## config.mk

```make
export PLATFORM = sky130hd
export DESIGN_NAME = lsu_arbiter_flat
export DESIGN_NICKNAME = d
export VERILOG_FILES = /design/src/rtl/lsu_arbiter_if.sv /design/src/rtl/lsu_arbiter.sv /design/src/flat_wrapper.sv
export SDC_FILE = /design/constraint.sdc
export NUM_CORES = 1
export LEC_CHECK = 0
export ABC_CLOCK_PERIOD_IN_PS = 2000
export CAP_MARGIN = 20
export CORE_MARGIN = 2
export CORE_UTILIZATION = 40
export DETAILED_ROUTE_END_ITERATION = 8
export PLACE_DENSITY = 0.78
export RECOVER_POWER = 50
export SLEW_MARGIN = 20
export SYNTH_ARGS = -nofsm -noshare
export SYNTH_HDL_FRONTEND = slang
export SYNTH_SLANG_ARGS = --single-unit
```

## constraint.sdc

```tcl
create_clock -name i_clk -period 2 [get_ports i_clk]
set_input_delay 0.6 -clock i_clk [delete_from_list [all_inputs] [get_ports i_clk]]
set_output_delay 0.6 -clock i_clk [all_outputs]
set_load 0.02 [all_outputs]
```

## src/rtl/lsu_arbiter_if.sv

```systemverilog
// Requester/LSU-side bundle for lsu_arbiter: two request ports, the shared
// response path and the single LSU access port.
interface lsu_arbiter_if;
    // Handshake: a port holds i_reqN and its fields stable until it sees o_gntN
    // (one-cycle pulse); it may drop or change the request from the next cycle.
    // o_rvalidN is a one-cycle pulse qualifying the shared o_rdata for port N.
    logic        i_req0;
    logic        i_req1;
    logic [31:0] i_addr0;
    logic [31:0] i_addr1;
    logic        i_wren0;
    logic        i_wren1;
    logic [3:0]  i_mask0;
    logic [3:0]  i_mask1;
    logic        i_un0;
    logic        i_un1;
    logic [31:0] i_wdata0;
    logic [31:0] i_wdata1;

    logic        o_gnt0;
    logic        o_gnt1;
    logic        o_rvalid0;
    logic        o_rvalid1;
    logic [31:0] o_rdata;

    logic [31:0] o_lsu_addr;
    logic [3:0]  o_lsu_mask;
    logic        o_lsu_un;
    logic        o_lsu_wren;
    logic        o_lsu_rden;
    logic [31:0] o_st_data;
    logic [31:0] i_ld_data;

    logic        o_busy;

    modport slave (
        input  i_req0, i_req1, i_addr0, i_addr1, i_wren0, i_wren1,
        input  i_mask0, i_mask1, i_un0, i_un1, i_wdata0, i_wdata1,
        input  i_ld_data,
        output o_gnt0, o_gnt1, o_rvalid0, o_rvalid1, o_rdata,
        output o_lsu_addr, o_lsu_mask, o_lsu_un, o_lsu_wren, o_lsu_rden,
        output o_st_data, o_busy
    );

    modport master (
        output i_req0, i_req1, i_addr0, i_addr1, i_wren0, i_wren1,
        output i_mask0, i_mask1, i_un0, i_un1, i_wdata0, i_wdata1,
        output i_ld_data,
        input  o_gnt0, o_gnt1, o_rvalid0, o_rvalid1, o_rdata,
        input  o_lsu_addr, o_lsu_mask, o_lsu_un, o_lsu_wren, o_lsu_rden,
        input  o_st_data, o_busy
    );
endinterface

```

## src/rtl/lsu_arbiter.sv

```systemverilog
// Two-port round-robin arbiter in front of the single LSU port: one access at a
// time, one-cycle LSU strobe, load data returned after RD_LAT cycles.
module lsu_arbiter #(
    parameter int RD_LAT = 1
) (
    input  logic             i_clk,
    input  logic             i_rst,
    lsu_arbiter_if.slave     bus,
    output logic [1:0]       dbg_state
);

    localparam logic [1:0] IDLE  = 2'd0;
    localparam logic [1:0] ISSUE = 2'd1;
    localparam logic [1:0] WAIT  = 2'd2;
    localparam logic [1:0] RESP  = 2'd3;

    localparam logic [1:0] LAST_WAIT = (RD_LAT > 0) ? 2'(RD_LAT - 1) : 2'd0;

    logic [1:0]  state;
    logic [1:0]  wait_cnt;
    logic        prio;
    logic        sel;
    logic        wr_q;
    logic [31:0] addr_q;
    logic [3:0]  mask_q;
    logic        un_q;
    logic [31:0] wdata_q;
    logic [31:0] rdata_q;

    logic        any_req;
    logic        win;

    // A lone requester wins outright; on contention the priority holder wins.
    always_comb begin
        any_req = bus.i_req0 | bus.i_req1;
        if (bus.i_req0 && bus.i_req1) begin
            win = prio;
        end else begin
            win = bus.i_req1;
        end
    end

    always_ff @(posedge i_clk or negedge i_rst) begin
        if (!i_rst) begin
            state    <= IDLE;
            wait_cnt <= 2'd0;
            prio     <= 1'b0;
            sel      <= 1'b0;
            wr_q     <= 1'b0;
            addr_q   <= 32'd0;
            mask_q   <= 4'd0;
            un_q     <= 1'b0;
            wdata_q  <= 32'd0;
            rdata_q  <= 32'd0;
        end else begin
            case (state)
                IDLE: begin
                    if (any_req) begin
                        sel   <= win;
                        prio  <= ~win;
                        state <= ISSUE;
                        if (win) begin
                            wr_q    <= bus.i_wren1;
                            addr_q  <= bus.i_addr1;
                            mask_q  <= bus.i_mask1;
                            un_q    <= bus.i_un1;
                            wdata_q <= bus.i_wdata1;
                        end else begin
                            wr_q    <= bus.i_wren0;
                            addr_q  <= bus.i_addr0;
                            mask_q  <= bus.i_mask0;
                            un_q    <= bus.i_un0;
                            wdata_q <= bus.i_wdata0;
                        end
                    end
                end
                ISSUE: begin
                    if (wr_q) begin
                        state <= IDLE;
                    end else if (RD_LAT == 0) begin
                        // Zero-latency LSU: data is valid in the rden cycle itself.
                        rdata_q <= bus.i_ld_data;
                        state   <= RESP;
                    end else begin
                        wait_cnt <= 2'd0;
                        state    <= WAIT;
                    end
                end
                WAIT: begin
                    if (wait_cnt == LAST_WAIT) begin
                        rdata_q  <= bus.i_ld_data;
                        wait_cnt <= 2'd0;
                        state    <= RESP;
                    end else begin
                        wait_cnt <= wait_cnt + 2'd1;
                    end
                end
                RESP: begin
                    state <= IDLE;
                end
                default: begin
                    state <= IDLE;
                end
            endcase
        end
    end

    // Strobes decode straight from flops, so they are glitch-free one-cycle pulses.
    assign bus.o_gnt0     = (state == ISSUE) && !sel;
    assign bus.o_gnt1     = (state == ISSUE) &&  sel;
    assign bus.o_lsu_wren = (state == ISSUE) &&  wr_q;
    assign bus.o_lsu_rden = (state == ISSUE) && !wr_q;
    assign bus.o_rvalid0  = (state == RESP)  && !sel;
    assign bus.o_rvalid1  = (state == RESP)  &&  sel;
    assign bus.o_busy     = (state != IDLE);

    assign bus.o_rdata    = rdata_q;
    assign bus.o_lsu_addr = addr_q;
    assign bus.o_lsu_mask = mask_q;
    assign bus.o_lsu_un   = un_q;
    assign bus.o_st_data  = wdata_q;

    assign dbg_state      = state;

endmodule
```

## src/flat_wrapper.sv

```systemverilog
// flat-port wrapper written by rule: the top's interface ports become plain ports
module lsu_arbiter_flat 
#(
    parameter int RD_LAT = 1
)
  (i_clk, i_rst, dbg_state, bus_i_req0, bus_i_req1, bus_i_addr0, bus_i_addr1, bus_i_wren0, bus_i_wren1, bus_i_mask0, bus_i_mask1, bus_i_un0, bus_i_un1, bus_i_wdata0, bus_i_wdata1, bus_i_ld_data, bus_o_gnt0, bus_o_gnt1, bus_o_rvalid0, bus_o_rvalid1, bus_o_rdata, bus_o_lsu_addr, bus_o_lsu_mask, bus_o_lsu_un, bus_o_lsu_wren, bus_o_lsu_rden, bus_o_st_data, bus_o_busy);
  lsu_arbiter_if bus_i ();
  input  logic i_clk;
  input  logic i_rst;
  output logic [1:0] dbg_state;
  input wire logic [$bits(bus_i.i_req0)-1:0] bus_i_req0;
  input wire logic [$bits(bus_i.i_req1)-1:0] bus_i_req1;
  input wire logic [$bits(bus_i.i_addr0)-1:0] bus_i_addr0;
  input wire logic [$bits(bus_i.i_addr1)-1:0] bus_i_addr1;
  input wire logic [$bits(bus_i.i_wren0)-1:0] bus_i_wren0;
  input wire logic [$bits(bus_i.i_wren1)-1:0] bus_i_wren1;
  input wire logic [$bits(bus_i.i_mask0)-1:0] bus_i_mask0;
  input wire logic [$bits(bus_i.i_mask1)-1:0] bus_i_mask1;
  input wire logic [$bits(bus_i.i_un0)-1:0] bus_i_un0;
  input wire logic [$bits(bus_i.i_un1)-1:0] bus_i_un1;
  input wire logic [$bits(bus_i.i_wdata0)-1:0] bus_i_wdata0;
  input wire logic [$bits(bus_i.i_wdata1)-1:0] bus_i_wdata1;
  input wire logic [$bits(bus_i.i_ld_data)-1:0] bus_i_ld_data;
  output wire logic [$bits(bus_i.o_gnt0)-1:0] bus_o_gnt0;
  output wire logic [$bits(bus_i.o_gnt1)-1:0] bus_o_gnt1;
  output wire logic [$bits(bus_i.o_rvalid0)-1:0] bus_o_rvalid0;
  output wire logic [$bits(bus_i.o_rvalid1)-1:0] bus_o_rvalid1;
  output wire logic [$bits(bus_i.o_rdata)-1:0] bus_o_rdata;
  output wire logic [$bits(bus_i.o_lsu_addr)-1:0] bus_o_lsu_addr;
  output wire logic [$bits(bus_i.o_lsu_mask)-1:0] bus_o_lsu_mask;
  output wire logic [$bits(bus_i.o_lsu_un)-1:0] bus_o_lsu_un;
  output wire logic [$bits(bus_i.o_lsu_wren)-1:0] bus_o_lsu_wren;
  output wire logic [$bits(bus_i.o_lsu_rden)-1:0] bus_o_lsu_rden;
  output wire logic [$bits(bus_i.o_st_data)-1:0] bus_o_st_data;
  output wire logic [$bits(bus_i.o_busy)-1:0] bus_o_busy;
  assign bus_i.i_req0 = bus_i_req0;
  assign bus_i.i_req1 = bus_i_req1;
  assign bus_i.i_addr0 = bus_i_addr0;
  assign bus_i.i_addr1 = bus_i_addr1;
  assign bus_i.i_wren0 = bus_i_wren0;
  assign bus_i.i_wren1 = bus_i_wren1;
  assign bus_i.i_mask0 = bus_i_mask0;
  assign bus_i.i_mask1 = bus_i_mask1;
  assign bus_i.i_un0 = bus_i_un0;
  assign bus_i.i_un1 = bus_i_un1;
  assign bus_i.i_wdata0 = bus_i_wdata0;
  assign bus_i.i_wdata1 = bus_i_wdata1;
  assign bus_i.i_ld_data = bus_i_ld_data;
  assign bus_o_gnt0 = bus_i.o_gnt0;
  assign bus_o_gnt1 = bus_i.o_gnt1;
  assign bus_o_rvalid0 = bus_i.o_rvalid0;
  assign bus_o_rvalid1 = bus_i.o_rvalid1;
  assign bus_o_rdata = bus_i.o_rdata;
  assign bus_o_lsu_addr = bus_i.o_lsu_addr;
  assign bus_o_lsu_mask = bus_i.o_lsu_mask;
  assign bus_o_lsu_un = bus_i.o_lsu_un;
  assign bus_o_lsu_wren = bus_i.o_lsu_wren;
  assign bus_o_lsu_rden = bus_i.o_lsu_rden;
  assign bus_o_st_data = bus_i.o_st_data;
  assign bus_o_busy = bus_i.o_busy;
  lsu_arbiter #(.RD_LAT(RD_LAT)) u_core (.i_clk(i_clk), .i_rst(i_rst), .bus(bus_i), .dbg_state(dbg_state));
endmodule
```

After elaboration in Yosys (flattened, before gate mapping)
Cells that the tools add are included.
W data, S select, Z words.
{"block": "totals", "reg_bits": 108, "inputBits": 176, "out_inout_bits": 110, "word_cells": 49}
{"block": "classes", "add_sub_neg": 1, "eq_ne": 6, "n_mux": 13, "bitwise_logic": 2, "n_reduce_logical": 17}
{"operator": "$mux W32", "count": 2}
{"operator": "$mux W2", "count": 5}
{"operator": "$pmux W2 S4", "count": 1}
{"operator": "$reduce_and A2 Y1", "count": 4}
{"operator": "$logic_and A1 B1 Y1", "count": 7}
{"operator": "$eq A2 B2 Y1 const B", "count": 2}
{"operator": "$logic_not A2 Y1", "count": 2}
{"operator": "$mux W4", "count": 1}
{"operator": "$ne A2 B1 Y1 const B", "count": 2}
{"operator": "$pmux W2 S2", "count": 1}
{"operator": "$reduce_bool A2 Y1", "count": 2}
{"operator": "$mux W1", "count": 3}
{"operator": "$add A2 B1 Y2 const B", "count": 1}
{"operator": "$eq A2 B1 Y1 const B", "count": 1}
{"operator": "$logic_not A1 Y1", "count": 2}
{"operator": "$ne A2 B2 Y1 const B", "count": 1}
{"operator": "$not A1 Y1", "count": 1}
{"operator": "$or A1 B1 Y1", "count": 1}

Longest topological paths before layout
Gate-level depths: netlist of the first run.
{"block": "depth", "word_depth": 3, "mapped_depth": 7, "ltp_nobuf": 4}

Worst setup path after synthesis of the first run
Ideal clock, no wire load.
{"block": "synth_timing", "kind": "input to register", "start": "input bus_i_req1", "end": "register u_core.sel", "setup_time_ps": 96, "t_arrival_ps": 1595, "required_ps": 1904, "setup_slack_ps": 309, "path_stages": 7, "n_path_buf": 4, "cell_sequence": "buf_6 -> or2_1 -> buf_2 -> and2_4 -> buf_6 -> buf_6 -> o32ai_2"}
{"block": "synth_between", "elab_chain_len": 2, "elab_cells_between_ends": 4, "classes_between": "mux (1); bitwise (1); reduce/logical (2)"}
{"element": "from (decl)", "line_no": "flat_wrapper.sv:12", "text": "input wire logic [$bits(bus_i.i_req1)-1:0] bus_i_req1;"}
{"element": "$or A1 B1 Y1 / $logic_and A1 B1 Y1 (equally long branches)", "line_no": "lsu_arbiter.sv:35, lsu_arbiter.sv:36"}
{"element": "$reduce_and A2 Y1 (no source line) / $mux W1 (equally long branches)"}
{"element": "to (signal assigned)", "line_no": "lsu_arbiter.sv:59", "text": "sel <= win;"}
{"element": "to (decl)", "line_no": "lsu_arbiter.sv:22", "text": "logic sel;"}
Parallel ways exist; a longest one is shown, timed or not.
A chain may end at the register's enable or synchronous reset.

Worst setup path in the final report of the first run
{"block": "layout_timing", "start": "register u_core.mask_q[3], in the netlist u_core.bus.o_lsu_mask[3]", "end": "output bus_o_lsu_mask[3]"}
{"element": "from (decl)", "line_no": "lsu_arbiter.sv:25", "text": "logic [3:0] mask_q;"}
{"element": "from (signal assigned)", "line_no": "lsu_arbiter.sv:65", "text": "mask_q <= bus.i_mask1;"}
{"element": "from (signal assigned)", "line_no": "lsu_arbiter.sv:71", "text": "mask_q <= bus.i_mask0;"}
{"element": "to (decl)", "line_no": "flat_wrapper.sv:30", "text": "output wire logic [$bits(bus_i.o_lsu_mask)-1:0] bus_o_lsu_mask;"}
No word-level cell between the ends.

==> impl_metrics.json, run 1 <==
{
  "synth.top_cell.area_share_pct": 49.44,
  "synth_seq_cells": 108,
  "async_reset_ff_share_pct": 100.0,
  "hold_viol_final": 0,
  "grt_usage_pct": 23.96,
  "cts_buffer_depth": 2,
  "grt_pass1_vias": 5244,
  "overflow": 0,
  "cap_violations": 1,
  "insertion_delay_ns": 0.34,
  "nNetsFinal": 951,
  "hold_class": "flop to flop",
  "final_area_um2": 8788,
  "die_x_um": 120.9,
  "synth-xor-area-share_pct": 0,
  "p_per_area_nw_per_um2": 1500,
  "placed_cell_area_um2": 8594,
  "endpoint_kind": "output port",
  "ir_drop_mv": 0.7237,
  "netlist_top_cells_area": "dfrtp_1, a31oi_2, mux2_1",
  "hpwl_mm": 13.26,
  "p_clk_share_pct": 13.4,
  "path_buf_inv": 1,
  "tightest_slew_ns": 1.597,
  "sw_frac_of_total_pct": 41.67,
  "power_mw": 13.18,
  "drtPass1Iterations": 5,
  "ant_nets": 0,
  "critical-path-top-delay-family": "buffers and inverters",
  "synth_area_um2": 5466,
  "drc": 0,
  "crit_chain": "clkdlybuf4s50_1",
  "synth_cell_type_count": 23,
  "stdcell_count": 954,
  "grt_pass1_wl_mm": 27.36,
  "antenna_found_initial": 0,
  "die_y_um": 120.9,
  "ctsHoldBuffers": 0,
  "post_cts_buffers": 0,
  "synthToLayoutAreaGrowth_pct": 60.77,
  "start_util_pct": 41.12,
  "slew_headroom_pct": -6.442,
  "port_buffers": 285,
  "avgSynthCellArea_um2": 10.72,
  "fp.coreArea_um2": 13300,
  "seqPwrFrac_pct": 29.9,
  "power_frac_comb_pct": 56.6,
  "fin_crit_sh_pct": 97.85,
  "numClockSinks": 108,
  "worstSetupPathType": "flop to output port",
  "yosysMostFrequentCell": "dfrtp_1",
  "yosys.area_share.simple_pct": 8.148,
  "synth_compound_area_share_pct": 29.23,
  "rsz0062_at_grt": "no",
  "min_period_ns": 1.957,
  "postCtsResizedCells": 17,
  "cts_root_buf": "clkbuf_16",
  "wl_per_cell_um": 18.78,
  "grt_max_degree": 48,
  "ys_warn_count": 0,
  "first_iter_violations": 408,
  "p_int_mw": 7.688,
  "drv_slew": 24,
  "ys.flop_type": "dfrtp_1",
  "syn_inst": 510,
  "synthesis.nets": 688,
  "numCtsBuffers": 9,
  "ios": 286,
  "synthAdderAreaFrac_pct": 0.4578,
  "die_area_um2": 14620,
  "place_congestion": 0.7777,
  "synth_common_cells": "dfrtp_1, a21oi_1, nand3_1, o21ai_0, a31oi_2",
  "num_vias": 5182,
  "cts_tree": "built",
  "yosysSeqAreaShare_pct": 49.44,
  "dp_cells": 938,
  "critPathMaxFanout": 2,
  "crit_slowest_cell": "clkdlybuf4s50_1",
  "cp.required_ns": 1.40,
  "switching_power_mw": 5.492,
  "antennaDiodeCount": 0,
  "violations": "max-capacitance violations, max-slew violations",
  "num_rows": 42,
  "synth_edf_count": 0,
  "drive_gt1_share_pct": 14.78,
  "cts.clk_slew.worst_paths_ns": 0.08,
  "cellLeakagePower_nw": 3.326,
  "finClkSkew_ns": 0.01125,
  "synth_top_family_by_area": "compound AO/OA/AOI/OAI gates",
  "wl_mm": 17.92,
  "status": "finished, violations left",
  "synthMuxAreaShare_pct": 6.958,
  "fmax_mhz": 511.0,
  "avgViaCountPerCell": 5.432,
  "setup_viol": 0,
  "worst_setup_path_start_kind": "flop",
  "htree_levels": 3,
  "yosysTopAreaCell": "dfrtp_1",
  "r2r_slack_ns": 0.13,
  "cpPeakStageDelay_ns": 0.66,
  "cp.arrival_ns": 1.36
}
sequential cells by signal, summed over array words and instances, names as in the netlist, named ones only:
signal / flops
u_core.bus.o_st_data: 32
u_core.wr_q: 1
u_core.bus.o_lsu_mask: 4
u_core.wait_cnt: 2
u_core.bus.o_lsu_addr: 32
u_core.sel: 1
u_core.bus.o_lsu_un: 1
u_core.bus.o_rdata: 32
u_core.dbg_state: 1
u_core.prio: 1
cell families (layout without fill, tap and decap cells):
group | count (synthesis) | in the layout
compound gates | 213 | 213
fa+ha+maj | 2 | 2
buf+inv | 64 | 332
flops | 108 | 108
mux | 34 | 34
simple gates | 89 | 89
layout make-up:
cell class / count / area [um2]
Clock buffer: 9 / 225.2
Tap cell: 176 / 220.2
Sequential cell: 108 / 2703
Multi-Input combinational cell: 338 / 2416
Fill cell: 1078 / 4507
Clock inverter: 7 / 76.32
Inverter: 6 / 22.52
Timing Repair Buffer: 310 / 3126
final timing paths:
check | from | end | cells past startpoint
max in group asynchronous | i_rst | u_core.bus.o_st_data[25] | 2
worst min register to register | u_core.bus.o_rdata[18] | u_core.bus.o_rdata[18] | 1
worst max register to register | u_core.dbg_state[0] | u_core.bus.o_st_data[17] | 6
min in group asynchronous | i_rst | u_core.bus.o_lsu_addr[7] | 1
worst max-delay path | u_core.bus.o_lsu_mask[3] | bus_o_lsu_mask[3] | 1
worst min-delay path | u_core.bus.o_rdata[18] | u_core.bus.o_rdata[18] | 1
power groups by stage:
stage / Sequential [mW] / Clock, mW / Combinational [mW]
floorplan: 5.18 / 0 / 2.90
global placement: 3.93 / 0 / 7.50
detailed placement: 3.96 / 0 / 7.71
CTS: 3.94 / 1.82 / 7.66
global route: 4.07 / 1.91 / 7.91
finish: 3.95 / 1.77 / 7.46
through the flow:
stage,setup TNS [ns],hold slack (ns),worst slack [ns],util [%]
final,0,0.4943,0.04291,66.10
after global routing,0,0.5163,0.0006184,66.10
after CTS,0,0.1757,0.004071,66.88
after detailed placement,-2.442,0.4806,-0.1065,64.64
after floorplan,0,0.3044,0.3093,-
after global placement,-0.5346,0.4726,-0.03518,64.64
worst reg2reg max path: stages, from the launching register on:
cell	delay, ns
dfrtp_1	0.40
clkbuf_1	0.15
nor2_4	0.14
buf_6	0.32
buf_4	0.43
a21oi_1	0.18
a31oi_2	0.16
layout by cell type, fill, tap and decap left out, types with 2 or more instances in the layout:
| master | n |
|---|---|
| clkdlybuf4s50_1 | 273 |
| buf_4 | 12 |
| a31oi_1 | 10 |
| nand3_1 | 70 |
| inv_8 | 3 |
| a21oi_1 | 71 |
| o21ai_0 | 70 |
| buf_2 | 3 |
| mux2i_1 | 2 |
| inv_6 | 2 |
| inv_1 | 4 |
| inv_2 | 2 |
| ha_1 | 2 |
| nor2_1 | 8 |
| nand2_1 | 2 |
| buf_12 | 9 |
| clkbuf_2 | 2 |
| dlygate4sd2_1 | 4 |
| mux2_1 | 32 |
| clkbuf_1 | 2 |
| nand2b_1 | 2 |
| buf_6 | 3 |
| clkbuf_16 | 9 |
| dfrtp_1 | 108 |
| a31oi_2 | 61 |
routing by layer:
metal  global-route usage (%)  vias to the layer above  part of all wire (%)
li1                         -                     2412                     -
met1                    28.09                     2508                    39
met2                    43.68                      229                    52
met3                    4.417                       33                   6.9
met4                    8.212                        0                   2.3
met5                        0                        -                     0
Power figures use the tool's default switching activity.
==> run 2, diff against run 1 <==
CORE_MARGIN = 1.5   (was 2)
GPL_ROUTABILITY_DRIVEN = 1   (was unset)
==> run 2 against run 1 <==
  * The run now ends clean
  * First-iteration DRC count fell by 16%
  * Non-clock buffer count did not move
  * Sequential power fell by 1%
  * Register-to-register slack improved by 0.02 ns
  * Critical endpoint is now bus_o_st_data[19]
==> impl_metrics.json, run 2 (same netlist as run 1, synthesis figures left out) <==
{
  "tightest_slew_ns": 0.8697,
  "first_iter_violations": 341,
  "numClockSinks": 108,
  "num_vias": 5291,
  "die_x_um": 119.9,
  "ios": 286,
  "seqPwrFrac_pct": 29.9,
  "cts_root_buf": "clkbuf_16",
  "p_clk_share_pct": 13.2,
  "finClkSkew_ns": 0.007401,
  "insertion_delay_ns": 0.34,
  "power_frac_comb_pct": 57.0,
  "hpwl_mm": 12.77,
  "p_int_mw": 7.685,
  "final_cell_mix": "clkdlybuf4s50_1, dfrtp_1, a21oi_1, o21ai_0, nand3_1",
  "p_per_area_nw_per_um2": 1495,
  "overflow": 0,
  "cellLeakagePower_nw": 3.287,
  "antennaDiodeCount": 0,
  "place_congestion": 0.8574,
  "rsz0062_at_grt": "no",
  "switching_power_mw": 5.373,
  "layout_commonest_cell": "clkdlybuf4s50_1",
  "cp.required_ns": 1.40,
  "worst_setup_path_start_kind": "flop",
  "finalHoldWorstSlack_ns": 0.3514,
  "fin_crit_sh_pct": 97.52,
  "die_area_um2": 14380,
  "cap_violations": 0,
  "nNetsFinal": 951,
  "endpoint_kind": "output port",
  "drive_gt1_share_pct": 15.55,
  "synthToLayoutAreaGrowth_pct": 59.81,
  "avgViaCountPerCell": 5.546,
  "cpPeakStageDelay_ns": 0.64,
  "wl_per_cell_um": 18.47,
  "cts.clk_slew.worst_paths_ns": 0.07,
  "hold_class": "input port to async pin",
  "ctsHoldBuffers": 0,
  "cp.arrival_ns": 1.35,
  "path_buf_inv": 1,
  "grt_pass1_vias": 5376,
  "htree_levels": 3,
  "antenna_found_initial": 0,
  "critPathMaxFanout": 2,
  "power_mw": 13.06,
  "min_period_ns": 1.950,
  "worstSetupPathType": "flop to output port",
  "start_util_pct": 41.12,
  "numCtsBuffers": 9,
  "fp.coreArea_um2": 13300,
  "fmax_mhz": 512.7,
  "grt_pass1_wl_mm": 27.83,
  "drc": 0,
  "drtPass1Iterations": 5,
  "crit_chain": "clkdlybuf4s50_1",
  "setup_viol": 0,
  "ant_nets": 0,
  "post_cts_buffers": 0,
  "cts_buffer_depth": 2,
  "status": "completed",
  "slew_headroom_pct": 42.02,
  "hold_viol_final": 0,
  "grt_usage_pct": 24.43,
  "grt_max_degree": 49,
  "fill_cells": 1038,
  "sw_frac_of_total_pct": 41.15,
  "cts_tree": "built",
  "critical-path-top-delay-family": "buffers and inverters",
  "die_y_um": 119.9,
  "crit_slowest_cell": "clkdlybuf4s50_1",
  "num_rows": 42,
  "port_buffers": 285,
  "drv_slew": 0,
  "ir_drop_mv": 0.7348,
  "wl_mm": 17.62
}
## run 2: cell types whose count changed in the layout (fill, tap and decap cells not counted), sizes merged
cell and change:
buf -5, dlygate4sd2 -2, inv -5, clkbuf +11
clkinvlp +3, clkdlybuf4s15 -2
## run 2: repair_timing
| item | in CTS | in global routing |
|---|---|---|
| pin swaps | 0 | 0 |
| gates resized for setup | 12 | 14 |
| endpoints found under the hold margin | 0 | 0 |
| endpoints found under the setup margin | 9 | 46 |
## run 2: layout make-up
cell class,instances,area (um2),share of cell area [%]
sequential,108,2703,30.94
timing repair buffer,310,3062,35.05
multi-input combinational,338,2440,27.93
clock inverter,5,36.28,0.4154
inverter,6,22.52,0.2578
clock buffer,11,252.7,2.893
tap,176,220.2,2.521
## run 2: final timing paths
kind / startpoint / endpoint / depth (start not counted) / slack [ns]
max in group asynchronous: i_rst / u_core.bus.o_lsu_addr[9] / 2 / 0.49
worst max-delay path: u_core.bus.o_st_data[19] / bus_o_st_data[19] / 1 / 0.05
worst min register to register: u_core.bus.o_rdata[15] / u_core.bus.o_rdata[15] / 1 / 0.49
worst min-delay path: i_rst / u_core.bus.o_st_data[11] / 1 / 0.35
min in group i_clk: u_core.bus.o_rdata[15] / u_core.bus.o_rdata[15] / 1 / 0.49
worst max register to register: u_core.dbg_state[0] / u_core.bus.o_lsu_addr[6] / 6 / 0.15
## run 2: metrics by stage
stage	utilization, %	instances	setup slack [ns]	area, um2	setup TNS (ns)
floorplan	-	510	0.3093	5466	0
global placement	64.55	938	0.0009801	8582	0
detailed placement	64.55	938	-0.07243	8582	-0.9309
CTS	66.67	954	0.001523	8864	0
global route	65.71	954	0.02065	8736	0
finish	65.71	954	0.04951	8736	0
## run 2: layer usage
layer | part of all wire (%) | vias up | GRT usage, % | wire (um)
li1 | - | 2410 | - | -
met1 | 40 | 2565 | 29.78 | 7026
met2 | 50 | 283 | 42.43 | 8771
met3 | 7.7 | 33 | 5.418 | 1363
met4 | 2.6 | 0 | 8.780 | 454
met5 | 0 | - | 0 | 0
## run 2: power by group through the flow
stage | clock network, mW | logic, mW | registers, mW
5_1_grt | 1.83 | 7.89 | 4.04
3_5_place_dp | 0 | 7.70 | 3.92
2_1_floorplan | 0 | 2.90 | 5.18
4_1_cts | 1.76 | 7.66 | 3.90
6_report | 1.72 | 7.44 | 3.90
3_3_place_gp | 0 | 7.52 | 3.87
==> RTL edit (settings of run 1) <==
Reset style: synchronous (`i_rst`), changed in one clocked block.
--- a/src/rtl/lsu_arbiter.sv
+++ b/src/rtl/lsu_arbiter.sv
@@ -40,7 +40,7 @@
         end
     end
 
-    always_ff @(posedge i_clk or negedge i_rst) begin
+    always_ff @(posedge i_clk) begin
         if (!i_rst) begin
             state    <= IDLE;
             wait_cnt <= 2'd0;
Check against the original RTL: differs if i_rst is asserted again (counterexample within 4 cycles, from zero or initial values and one cycle with i_rst low); with i_rst held inactive, the same outputs for 10 cycles.
==> RTL edit against run 1 <==
Design area decreased by 0.30%. Routed wire length decreased by 0.40%. Area after synthesis decreased by 2.2%. Sequential cell count unchanged. Worst hold slack got worse by 31 ps. Worst setup slack improved by 3.4 ps. First-iteration DRC count decreased by 18%. Critical endpoint is now bus_o_st_data[0]. Largest cell class unchanged. Highest routed layer unchanged.
Power is not compared: it rests on default switching activity, and its combinational part moved more than twofold at a synthesized area within 25%.
==> RTL edit: results (changes against run 1) <==
{
  "cts": {
    "clk_root_buffer_cell": "clkbuf_16"
  },
  "placed_design": {
    "post-place-cells": {"value": 1008, "change": "+7.5%"},
    "detailedPlacementHpwl": {"value": 12400, "unit": "microns", "change": "-6.3%"},
    "finalWeightedCongestion": {"value": 0.841, "change": "+8.2%"}
  },
  "outcome": {
    "run_status": "finished, final reports clean"
  },
  "drt": {
    "detail_route.wl_per_cell": {"value": 17.4, "unit": "microns", "change": "-7.2%"},
    "drt_wl_total": {"value": 17800, "unit": "microns", "change": "-0.40%"},
    "drt-vias-per-instance": {"value": 5.49, "change": "+1.1%"},
    "dr.first_iter.drc_count": {"value": 334, "change": "-18%"},
    "dr.pass1.iters": {"value": 4, "change": "-1"}
  },
  "global_route": {
    "vias_in_the_first_global_route": {"value": 5588, "change": "+6.6%"},
    "grt_start_max_net_pins": {"value": 73, "change": "+52%"},
    "grt_pass1_wl": {"value": 28300, "unit": "microns", "change": "+3.6%"},
    "grt_util_met3": {"value": 0.0604, "change": "+0.0162"},
    "track_usage": {"value": 0.244, "change": "+0.00407"},
    "met2_usage": {"value": 0.437, "change": "about the same"},
    "groute.layer.met1.usage": {"value": 0.279, "change": "-0.00198"}
  },
  "synth": {
    "synth_flop_cell": "dfxtp_1",
    "synth_async_sr_flop_share": {"value": 0, "change": "-1.00"},
    "leading_post_synthesis_cells_by_instance_count": "dfxtp_1 (108), a21boi_0 (103), and3_1 (74)",
    "synth.net_count": {"value": 771, "change": "+12%"},
    "post_synth_inst_count": {"value": 593, "change": "+16%"},
    "synth_top_cells_by_area": "dfxtp_1 (40%), a21boi_0 (14%), o311a_1 (13%)",
    "synth_seq_area_share": {"value": 0.405, "change": "-0.0898"}
  },
  "worst_setup_path": {
    "cp_slowest_cell": "clkdlybuf4s50_1",
    "critical_path.max_stage_delay": {"value": 630, "unit": "ps", "change": "-30 ps"}
  },
  "timing": {
    "clock-skew-final": {"value": 4.73, "unit": "ps", "change": "-6.51 ps"},
    "slew_headroom": {"value": 0.428, "change": "+0.493"}
  },
  "layout": {
    "final_layout_size_suffix_gt1_frac": {"value": 0.0613, "change": "-0.0865"}
  }
}
==> RTL edit: worst paths after layout <==
path / end / startpoint / slack (ps) / depth (start not counted)
max: bus_o_st_data[0] / u_core.bus.o_st_data[0]$_SDFFE_PN0P_ / 50 / 1
min: u_core.bus.o_rdata[2]$_SDFFE_PN0P_ / u_core.bus.o_rdata[2]$_SDFFE_PN0P_ / 460 / 2
min reg2reg: u_core.bus.o_rdata[2]$_SDFFE_PN0P_ / u_core.bus.o_rdata[2]$_SDFFE_PN0P_ / 460 / 2
max reg2reg: u_core.bus.o_st_data[28]$_SDFFE_PN0P_ / u_core.dbg_state[0]$_SDFFE_PN0P_ / 160 / 6
==> RTL edit: layer usage <==
metal | wire length [microns] | part of all wire
met2 | 9100 | 0.51
met5 | 0 | 0
met1 | 6980 | 0.39
met4 | 451 | 0.025
met3 | 1320 | 0.074
==> RTL edit: stage by stage <==
stage	util	hold slack (ps)	worst slack [ps]	cell area [sq um]	setup TNS, ps
floorplan	-	465	227	5340	0
global placement	0.643	450	-40.9	8440	-1700
detailed placement	0.643	457	-61.0	8440	-2800
CTS	0.668	466	4.10	8770	0
global route	0.667	490	8.29	8760	0
finish	0.667	463	46.3	8760	0
==> RTL edit: cells by family after synthesis <==
kind of cell | Yosys count | share of synthesized area
simple gates | 153 | 0.148
flops | 108 | 0.405
buf+inv | 76 | 0.0576
compound gates | 254 | 0.386
fa+ha+maj | 2 | 0.00468
==> RTL edit: repair_timing <==
item,CTS,global route
resized for setup,17,3
setup endpoints to repair,9,6
buffers inserted,0,0
endpoints found under the hold margin,0,0
==> RTL edit: power by group <==
part	internal (mW)	switching, mW
logic	1.30	1.19
clock network	1.22	0.797
registers	2.43	0.158
==> RTL edit: cell type report <==
cell class | instances | area [sq um]
fill | 1024 | 4380
clock buffer | 11 | 233
tap | 176 | 220
timing repair buffer | 310 | 3130
multi-input combinational | 409 | 2900
sequential | 108 | 2160
clock inverter | 5 | 100
inverter | 5 | 18.8
